File: src/rtl/counter_pkg.sv
// -----------------------------------------------------------------------------
// counter_pkg
//
// Shared types and constants for the bounded up/down counter family.
//
// Contents:
//   cnt_mode_e    : behaviour when the count reaches a boundary
//                   CNT_WRAP -> roll over to the opposite end of 0..lim
//                   CNT_SAT  -> stay pinned at the boundary
//   CNT_MAX_WIDTH : widest counter any member of the family may be built with
//   CNT_MIN_WIDTH : narrowest counter that is still meaningful
// -----------------------------------------------------------------------------
package counter_pkg;

    typedef enum logic {
        CNT_WRAP = 1'b0,
        CNT_SAT  = 1'b1
    } cnt_mode_e;

    localparam int CNT_MAX_WIDTH = 32;
    localparam int CNT_MIN_WIDTH = 2;

    // Clamp a requested value into the inclusive range 0..lim. The counter
    // uses this on load so that a programmed value can never place the count
    // outside its legal window.
    function automatic logic [CNT_MAX_WIDTH-1:0] clamp_to_lim(
        input logic [CNT_MAX_WIDTH-1:0] val,
        input logic [CNT_MAX_WIDTH-1:0] lim
    );
        return (val > lim) ? lim : val;
    endfunction

endpackage

File: src/rtl/mod_counter_next.sv
// -----------------------------------------------------------------------------
// mod_counter_next
//
// Purely combinational next-state function for one bounded up/down counter
// channel. Holds no state, so several channels can share this logic by
// instantiating it once per channel around their own registers.
//
// Parameters:
//   WIDTH    : count width in bits
//
// Ports:
//   q        in  WIDTH  current registered count
//   lim      in  WIDTH  inclusive upper bound of the count range
//   up       in  1      direction, 1 = up, 0 = down
//   mode     in  enum   CNT_WRAP or CNT_SAT boundary behaviour
//   load     in  1      load strobe, outranks en
//   load_val in  WIDTH  value to load (clamped to lim)
//   en       in  1      count enable
//   q_next   out WIDTH  count to register on the next edge
//   bnd_evt  out 1      an enabled count step happened at a boundary
// -----------------------------------------------------------------------------
module mod_counter_next
    import counter_pkg::*;
#(
    parameter int WIDTH = 4
) (
    input  logic [WIDTH-1:0] q,
    input  logic [WIDTH-1:0] lim,
    input  logic             up,
    input  cnt_mode_e        mode,
    input  logic             load,
    input  logic [WIDTH-1:0] load_val,
    input  logic             en,
    output logic [WIDTH-1:0] q_next,
    output logic             bnd_evt
);

    logic             at_up_bnd;
    logic             at_dn_bnd;
    logic             at_bnd;
    logic [WIDTH-1:0] load_clamped;
    logic [WIDTH-1:0] q_inc;
    logic [WIDTH-1:0] q_dec;

    // Boundary detection. The up boundary uses >= so that lowering lim below
    // the current count is treated as already being at the top, which keeps
    // an up count from running on past the new bound.
    assign at_up_bnd = (q >= lim);
    assign at_dn_bnd = (q == '0);
    assign at_bnd    = up ? at_up_bnd : at_dn_bnd;

    // Increment and decrement are only selected away from their boundary, so
    // neither can overflow WIDTH bits nor step outside 0..lim.
    assign q_inc = q + WIDTH'(1);
    assign q_dec = q - WIDTH'(1);

    // A load can never place the count above lim.
    assign load_clamped = (load_val > lim) ? lim : load_val;

    // Next-count selection with load > enable > hold priority. At a boundary
    // the wrap mode jumps to the opposite end of the range, while saturate
    // mode stays on the boundary itself (lim going up, 0 going down).
    always_comb begin
        q_next = q;
        if (load) begin
            q_next = load_clamped;
        end else if (en) begin
            if (up) begin
                if (!at_up_bnd) begin
                    q_next = q_inc;
                end else if (mode == CNT_WRAP) begin
                    q_next = '0;
                end else begin
                    q_next = lim;
                end
            end else begin
                if (!at_dn_bnd) begin
                    q_next = q_dec;
                end else if (mode == CNT_WRAP) begin
                    q_next = lim;
                end else begin
                    q_next = '0;
                end
            end
        end
    end

    // The boundary event is identical in both modes; in saturate mode it
    // therefore fires on every enabled cycle spent pinned at the boundary.
    assign bnd_evt = en & ~load & at_bnd;

endmodule

File: src/rtl/mod_counter.sv
// -----------------------------------------------------------------------------
// mod_counter
//
// Parametrised up/down counter with a runtime-programmable inclusive limit,
// wrap or saturate boundary behaviour, synchronous load and a registered
// one-cycle terminal-count pulse. Used by timers, tick dividers and address
// sequencers that need a bounded count.
//
// Optional feature macro: COUNTER_OVF_STICKY_EN
//   defined   -> adds the sticky overflow flag ovf and its clear ovf_clr
//   undefined -> neither port nor the flag register exists
//
// Parameters:
//   WIDTH    : count width in bits, 2..32
//   RST_VAL  : count value while reset is held, must fit in WIDTH bits
//
// Ports:
//   clk      in  1      clock, rising edge
//   rst      in  1      asynchronous active-high reset
//   en       in  1      count enable
//   up       in  1      direction, 1 = up, 0 = down
//   mode     in  enum   CNT_WRAP or CNT_SAT
//   lim      in  WIDTH  inclusive upper bound, range is 0..lim
//   load     in  1      synchronous load strobe
//   load_val in  WIDTH  value to load (clamped to lim)
//   q        out WIDTH  registered count
//   tc       out 1      registered terminal-count pulse
//   ovf      out 1      sticky overflow flag        (COUNTER_OVF_STICKY_EN)
//   ovf_clr  in  1      synchronous clear for ovf   (COUNTER_OVF_STICKY_EN)
// -----------------------------------------------------------------------------
module mod_counter
    import counter_pkg::*;
#(
    parameter int          WIDTH   = 4,
    parameter int unsigned RST_VAL = 0
) (
    input  logic             clk,
    input  logic             rst,
    input  logic             en,
    input  logic             up,
    input  cnt_mode_e        mode,
    input  logic [WIDTH-1:0] lim,
    input  logic             load,
    input  logic [WIDTH-1:0] load_val,
`ifdef COUNTER_OVF_STICKY_EN
    output logic             ovf,
    input  logic             ovf_clr,
`endif
    output logic [WIDTH-1:0] q,
    output logic             tc
);

    // Reject illegal builds at elaboration rather than producing a counter
    // whose reset value or width silently truncates.
    if ((WIDTH < CNT_MIN_WIDTH) || (WIDTH > CNT_MAX_WIDTH)) begin : g_bad_width
        $error("mod_counter: WIDTH %0d outside %0d..%0d",
               WIDTH, CNT_MIN_WIDTH, CNT_MAX_WIDTH);
    end

    if ((WIDTH < CNT_MAX_WIDTH) &&
        (64'(RST_VAL) > ((64'd1 << WIDTH) - 64'd1))) begin : g_bad_rst_val
        $error("mod_counter: RST_VAL %0d does not fit in %0d bits",
               RST_VAL, WIDTH);
    end

    localparam logic [WIDTH-1:0] RST_Q = WIDTH'(RST_VAL);

    logic [WIDTH-1:0] q_next;
    logic             bnd_evt;

    // All decision making lives in the shared next-state function; this level
    // only owns the registers so that no input reaches an output without
    // passing through a flop.
    mod_counter_next #(
        .WIDTH    (WIDTH)
    ) u_next (
        .q        (q),
        .lim      (lim),
        .up       (up),
        .mode     (mode),
        .load     (load),
        .load_val (load_val),
        .en       (en),
        .q_next   (q_next),
        .bnd_evt  (bnd_evt)
    );

    // Count and terminal-count registers. tc is registered from the boundary
    // event so it lines up with the wrapped or saturated count it describes;
    // it drops on any cycle without a boundary event, including en=0.
    always_ff @(posedge clk or posedge rst) begin
        if (rst) begin
            q  <= RST_Q;
            tc <= 1'b0;
        end else begin
            q  <= q_next;
            tc <= bnd_evt;
        end
    end

`ifdef COUNTER_OVF_STICKY_EN
    // Sticky overflow flag. A boundary event outranks a clear arriving on the
    // same edge, so software clearing the flag can never lose a fresh event.
    always_ff @(posedge clk or posedge rst) begin
        if (rst) begin
            ovf <= 1'b0;
        end else if (bnd_evt) begin
            ovf <= 1'b1;
        end else if (ovf_clr) begin
            ovf <= 1'b0;
        end
    end
`endif

endmodule

File: config.mk
export PLATFORM = sky130hd
export DESIGN_NAME = mod_counter
export DESIGN_NICKNAME = d
export VERILOG_FILES = /design/src/rtl/counter_pkg.sv /design/src/rtl/mod_counter_next.sv /design/src/rtl/mod_counter.sv
export SDC_FILE = /design/constraint.sdc
export NUM_CORES = 1
export LEC_CHECK = 0
export CORE_ASPECT_RATIO = 1.1
export CORE_MARGIN = 5
export CORE_UTILIZATION = 48
export DETAILED_ROUTE_END_ITERATION = 8
export PLACE_DENSITY = 0.9
export SYNTH_ARGS = -nofsm -noshare
export SYNTH_HDL_FRONTEND = slang
export SYNTH_SLANG_ARGS = --single-unit
File: constraint.sdc
create_clock -name clk -period 2.6 [get_ports clk]
set_clock_uncertainty 0.15 [all_clocks]
set_input_delay 0.26 -clock clk [delete_from_list [all_inputs] [get_ports clk]]
set_output_delay 0.26 -clock clk [all_outputs]
set_load 0.05 [all_outputs]
# Yosys cells after proc, flatten, opt, wreduce, memory -nomap -nowiden
# Cells that the tools add are included.
dict set report word_totals {
  rom_bits 0
  ram_bits 0
  latchBits 0
  mem_count 0
  reg_bits 5
  inputBits 14
  output_inout_bits 5
}
dict set report classes {
  magnitude_cmp 2
  reduce_logical 2
  add_sub_neg 2
  muxes 9
  bitwise_logic 3
  div_mod_pow 0
  shift 0
  multipliers 0
  n_eq_ne 0
}
# cell count
set ops {}
lappend ops {{2-to-1 mux 4 bit} 8}
lappend ops {{adder 4 x 1 -> 4 bit, second input constant} 1}
lappend ops {{greater-or-equal comparator 4 bit} 1}
lappend ops {{greater-than comparator 4 bit} 1}
lappend ops {{logical NOT 4 bit} 1}
lappend ops {{subtractor 4 x 1 -> 4 bit, second input constant} 1}
lappend ops {{AND 1 bit} 2}
lappend ops {{nonzero test 2 bit} 1}
lappend ops {{2-to-1 mux 1 bit} 1}
lappend ops {{NOT 1 bit} 1}

# Longest topological paths before layout
dict set report logic_depth {
  ltp_word 5
  depth_mapped 7
  ltp_nobuf 7
}

# By module
# Synthesis repeated with hierarchy kept, for this count alone.
dict set report hier_totals {
  cells_unflattened 85
  area_unflattened_um2 683.2
}
# mod cells_per_inst instances area_per_inst_um2
set modules_own_cells {}
lappend modules_own_cells {mod_counter_next 79 1 554.3}
lappend modules_own_cells {mod_counter 6 1 128.9}

# Worst setup path before layout
# Ideal clock, no wire load.
dict set report synth_timing {
  path_type {reg2reg}
  start {register q[0]}
  end {register q[2]}
  setup_time_ps 94
  arrival_ps 2342
  path_stages_with_launch 8
  slack_ps 14
  n_path_buf 0
  required_ps 2356
  path_cell_list {dfrtp_1 -> inv_1 -> ha_1 -> nand2b_4 -> a2111oi_4 -> nor2_2 -> mux2_4 -> a221oi_2}
}
dict set report synth_between {
  elab_chain_len 5
}
# element line
set synth_lines {}
lappend synth_lines {{start, declared} mod_counter.sv:49} ;# output logic [WIDTH-1:0] q,
lappend synth_lines {{start signal, assigned} mod_counter.sv:96} ;# q <= q_next;
lappend synth_lines {{subtractor 4 x 1 -> 4 bit, or another cell as far along} mod_counter_next.sv:55} ;# assign q_dec = q - WIDTH'(1);
lappend synth_lines {{2-to-1 mux 4 bit (on tied branches)} {mod_counter_next.sv:77, mod_counter_next.sv:69}}
lappend synth_lines {{2-to-1 mux 4 bit (*)} mod_counter_next.sv:68} ;# if (up) begin
lappend synth_lines {{2-to-1 mux 4 bit (*)} mod_counter_next.sv:67} ;# end else if (en) begin
lappend synth_lines {{2-to-1 mux 4 bit (*)} mod_counter_next.sv:65} ;# if (load) begin
# Every way passes the cells marked *; elsewhere a longest branch is shown, timed or not. The select of a mux whose other input is x is not followed.
# A chain may end at the register's enable or synchronous reset.

# Final worst setup path
dict set report layout_timing {
  start {input lim[1]}
  end {register q[2]}
}
dict set report layout_between {
  elab_chain_len 5
}
# element line
set layout_lines {}
lappend layout_lines {{start, declared} mod_counter.sv:42} ;# input logic [WIDTH-1:0] lim,
lappend layout_lines {{greater-or-equal comparator 4 bit} mod_counter_next.sv:48} ;# assign at_up_bnd = (q >= lim);
lappend layout_lines {{2-to-1 mux 4 bit} mod_counter_next.sv:69} ;# if (!at_up_bnd) begin
lappend layout_lines {{2-to-1 mux 4 bit} mod_counter_next.sv:68}
lappend layout_lines {{2-to-1 mux 4 bit} mod_counter_next.sv:67}
lappend layout_lines {{2-to-1 mux 4 bit (*)} mod_counter_next.sv:65}
# Marks and branches as above.

==> results.md <==
* Status: complete, no violations
* Yosys top cell area share at 0.168
* Filler cells at 126
* 1st-iter DRT viols at 24
* CTS resizes at 0
* Adder-cell share of the synthesized area at 0.168
* Post-synthesis mux area share at 0.123
* Root buffer cell: clkbuf_4
* Pin count of the biggest net entering global routing at 11
* Clk Latency, worst-skew pair at around 0.25 ns
* Post-Route WL at approximately 2.1 mm
* Nature of the critical path endpoint: flop
* Mapped cell area at 743 sq um
* Chip height at roughly 50 um
* Vias/cell at about 6
* Drt wl/cell at between 15 and 20 um
* Area leader, netlist: dfrtp_1
* Final period util at 0.884
* Hold Crit Class: input pin to async pin
* Via count at around 770
* Initial antenna violation count at 0
* First drt pass iteration count at 4
* Top FF cell, synth: dfrtp_1
* Min Tclk post-route at around 2.3 ns
* Commonest cells in the netlist: ha_1, inv_1
* Critical Path AT at 2.29 ns
* Vias in the first global route at ~700
* Layout cells sized above 1 at 0.170
* Antenna cells at 0
* Slew Viols, Final at 0
* CTS H-tree lvls at 1
* RSZ-0062 raised after global routing: false
* Ys async rst share at 1.00
* TritonCTS Sinks at 5
* Core Box Area at 1520 sq um
* GRT Overall Usage at 0.184
* Mapped Nets at 110
* Die ar. at about 2400 sq um
* Post-route setup slack at 0.303 ns
* Setup WS pre-CTS at approximately 0.06 ns
* Port Buffers at 18
* Dpl cells at ~130
* Slew @ Worst Pin at 0.503 ns
* Final HPWL DP at between 1.5 and 2 mm
* Mapped Cells at 86
* Num CTS Buffers at 3
* Max-cap violations at 0
* Max VDD drop at 0.320 mV
* Lkg Pwr at ~0.44 nW
* CTS Buffer Depth at 2
* M1 GR Usage at 0.263
* Pwr dens at between 500 and 600 nW/um^2
* Global-route wire length before repair at around 3.2 mm
* Post-Synth Simple-Gate Area at 0.182
* Hold buffer count at CTS at 0
* F_max at 0.435 GHz
* Die X at ~48 um
* GR Layer Usage met2 at 0.268
* Yosys cell types at 35
* Final hold viol count at 0
* Initial Utilization at 0.489
* Synthesized flop and latch total at 5
* Seq/Total Area, Yosys at 0.168
* CP max FO at 4
* Rel. slew slack at 0.664
* Drt drc at 0
* Xor/xnor share of the synthesized area at 0.0118
* TritonCTS clock tree: done
* WS Path Type: input pin to flop
* Startpoint Class: input pin
* Total gr overflow at 0
* Area delta synth->final at 36.2%
* Synth warn at 0
* CP Data Required Time at ~2.6 ns
* Met3 usage at 0.0282
* Compound-Gate Fraction of Synth Area at 0.286
* Most Crowded Layer GR: met2
* Non-filler instance count after layout at about 130
* Num rows at 15
* Synth area leaders: dfrtp_1, ha_1, mux2i_1
* Worst-path clk slew at roughly 0.050 ns
* Total power at ~550 uW
* Number of synthesized flops with an enable pin at 0
* ANT nets after route at 0
* Largest family of logic cells by synthesized area: compound AO/OA/AOI/OAI gates
* Avg Inst Size Synth at just under 9 sq um
* Hold_ws at between 0.06 and 0.07 ns
* GP Congestion at approximately 0.93
* IO Pins at 19
* Fin Setup TNS at 0 ns
* Final setup fails at 0
* # nets final at about 140
* Post-CTS Setup Repair Bufs at 0
* Count leader, synth: ha_1
## cells by family (layout without fill, tap and decap cells)
logic type      after synthesis  in the layout
compound gates               25             25
xor+xnor                      1              1
fa+ha+maj                    10             10
buf+inv                      12             38
flops                         5              5
mux                           8              8
simple gates                 25             25
## area by class of cell
type | count | area (sq um) | area share
multi-input combinational | 69 | 573 | 0.566
sequential | 5 | 125 | 0.124
inverter | 9 | 33.8 | 0.0334
clock buffer | 4 | 26.3 | 0.0260
tap | 17 | 21.3 | 0.0210
timing repair buffer | 25 | 233 | 0.230
## placed cells by master (no fill, tap or decap), types with 2 or more instances in the layout
cell	n
o211ai_1	3
ha_1	10
clkdlybuf4s50_1	18
nand2b_1	2
mux2i_1	5
mux2_4	2
a221oi_1	2
o21a_1	2
nor2b_1	2
a21oi_1	5
nand3_1	2
nor2_1	5
nand2_1	4
dfrtp_1	5
clkbuf_4	3
a32oi_1	2
nor3_1	5
a221oi_2	2
buf_4	7
inv_1	9
## final timing paths
path | from | endpoint | slack (ns) | cells after the start
setup reg to reg | q[0]$_DFFE_PP0P_ | q[2]$_DFFE_PP0P_ | 0.31 | 7
max in group asynchronous | rst | q[2]$_DFFE_PP0P_ | 2.05 | 2
hold / removal | rst | tc$_DFF_PP0_ | 0.07 | 2
min in group clk | load_val[1] | q[1]$_DFFE_PP0P_ | 0.60 | 3
hold reg to reg | q[3]$_DFFE_PP0P_ | tc$_DFF_PP0_ | 0.67 | 3
setup / recovery | lim[1] | q[2]$_DFFE_PP0P_ | 0.30 | 7
## routing by layer
| metal | vias up | wire length (um) | part of all wire |
|---|---|---|---|
| met4 | 0 | 17 | 0.0083 |
| met5 | - | 0 | 0 |
| met2 | 50 | 949 | 0.46 |
| li1 | 378 | - | - |
| met1 | 342 | 890 | 0.43 |
| met3 | 4 | 197 | 0.096 |
## through the flow
stage          instance area, sq um  utilization
3_3_place_gp                    986        0.649
5_1_grt                        1010        0.666
2_1_floorplan                   743            -
3_5_place_dp                    986        0.649
4_1_cts                        1010        0.666
6_report                       1010        0.666
## where the power goes
group | internal, mW | switching [mW] | total (mW)
Clock | 0.0583 | 0.0356 | 0.0939
Combinational | 0.160 | 0.176 | 0.336
Sequential | 0.0911 | 0.0288 | 0.120
## registers in the layout (all words and copies together), names as in the netlist
register  count
tc            1
q             4
## worst max-delay path: stages
cell             delay [ns]
clkdlybuf4s50_1        0.54
inv_1                  0.08
ha_1                   0.33
a2111oi_4              0.34
nor2_2                 0.14
mux2_4                 0.32
a221oi_2               0.28
(Power assumes the default switching activity.)
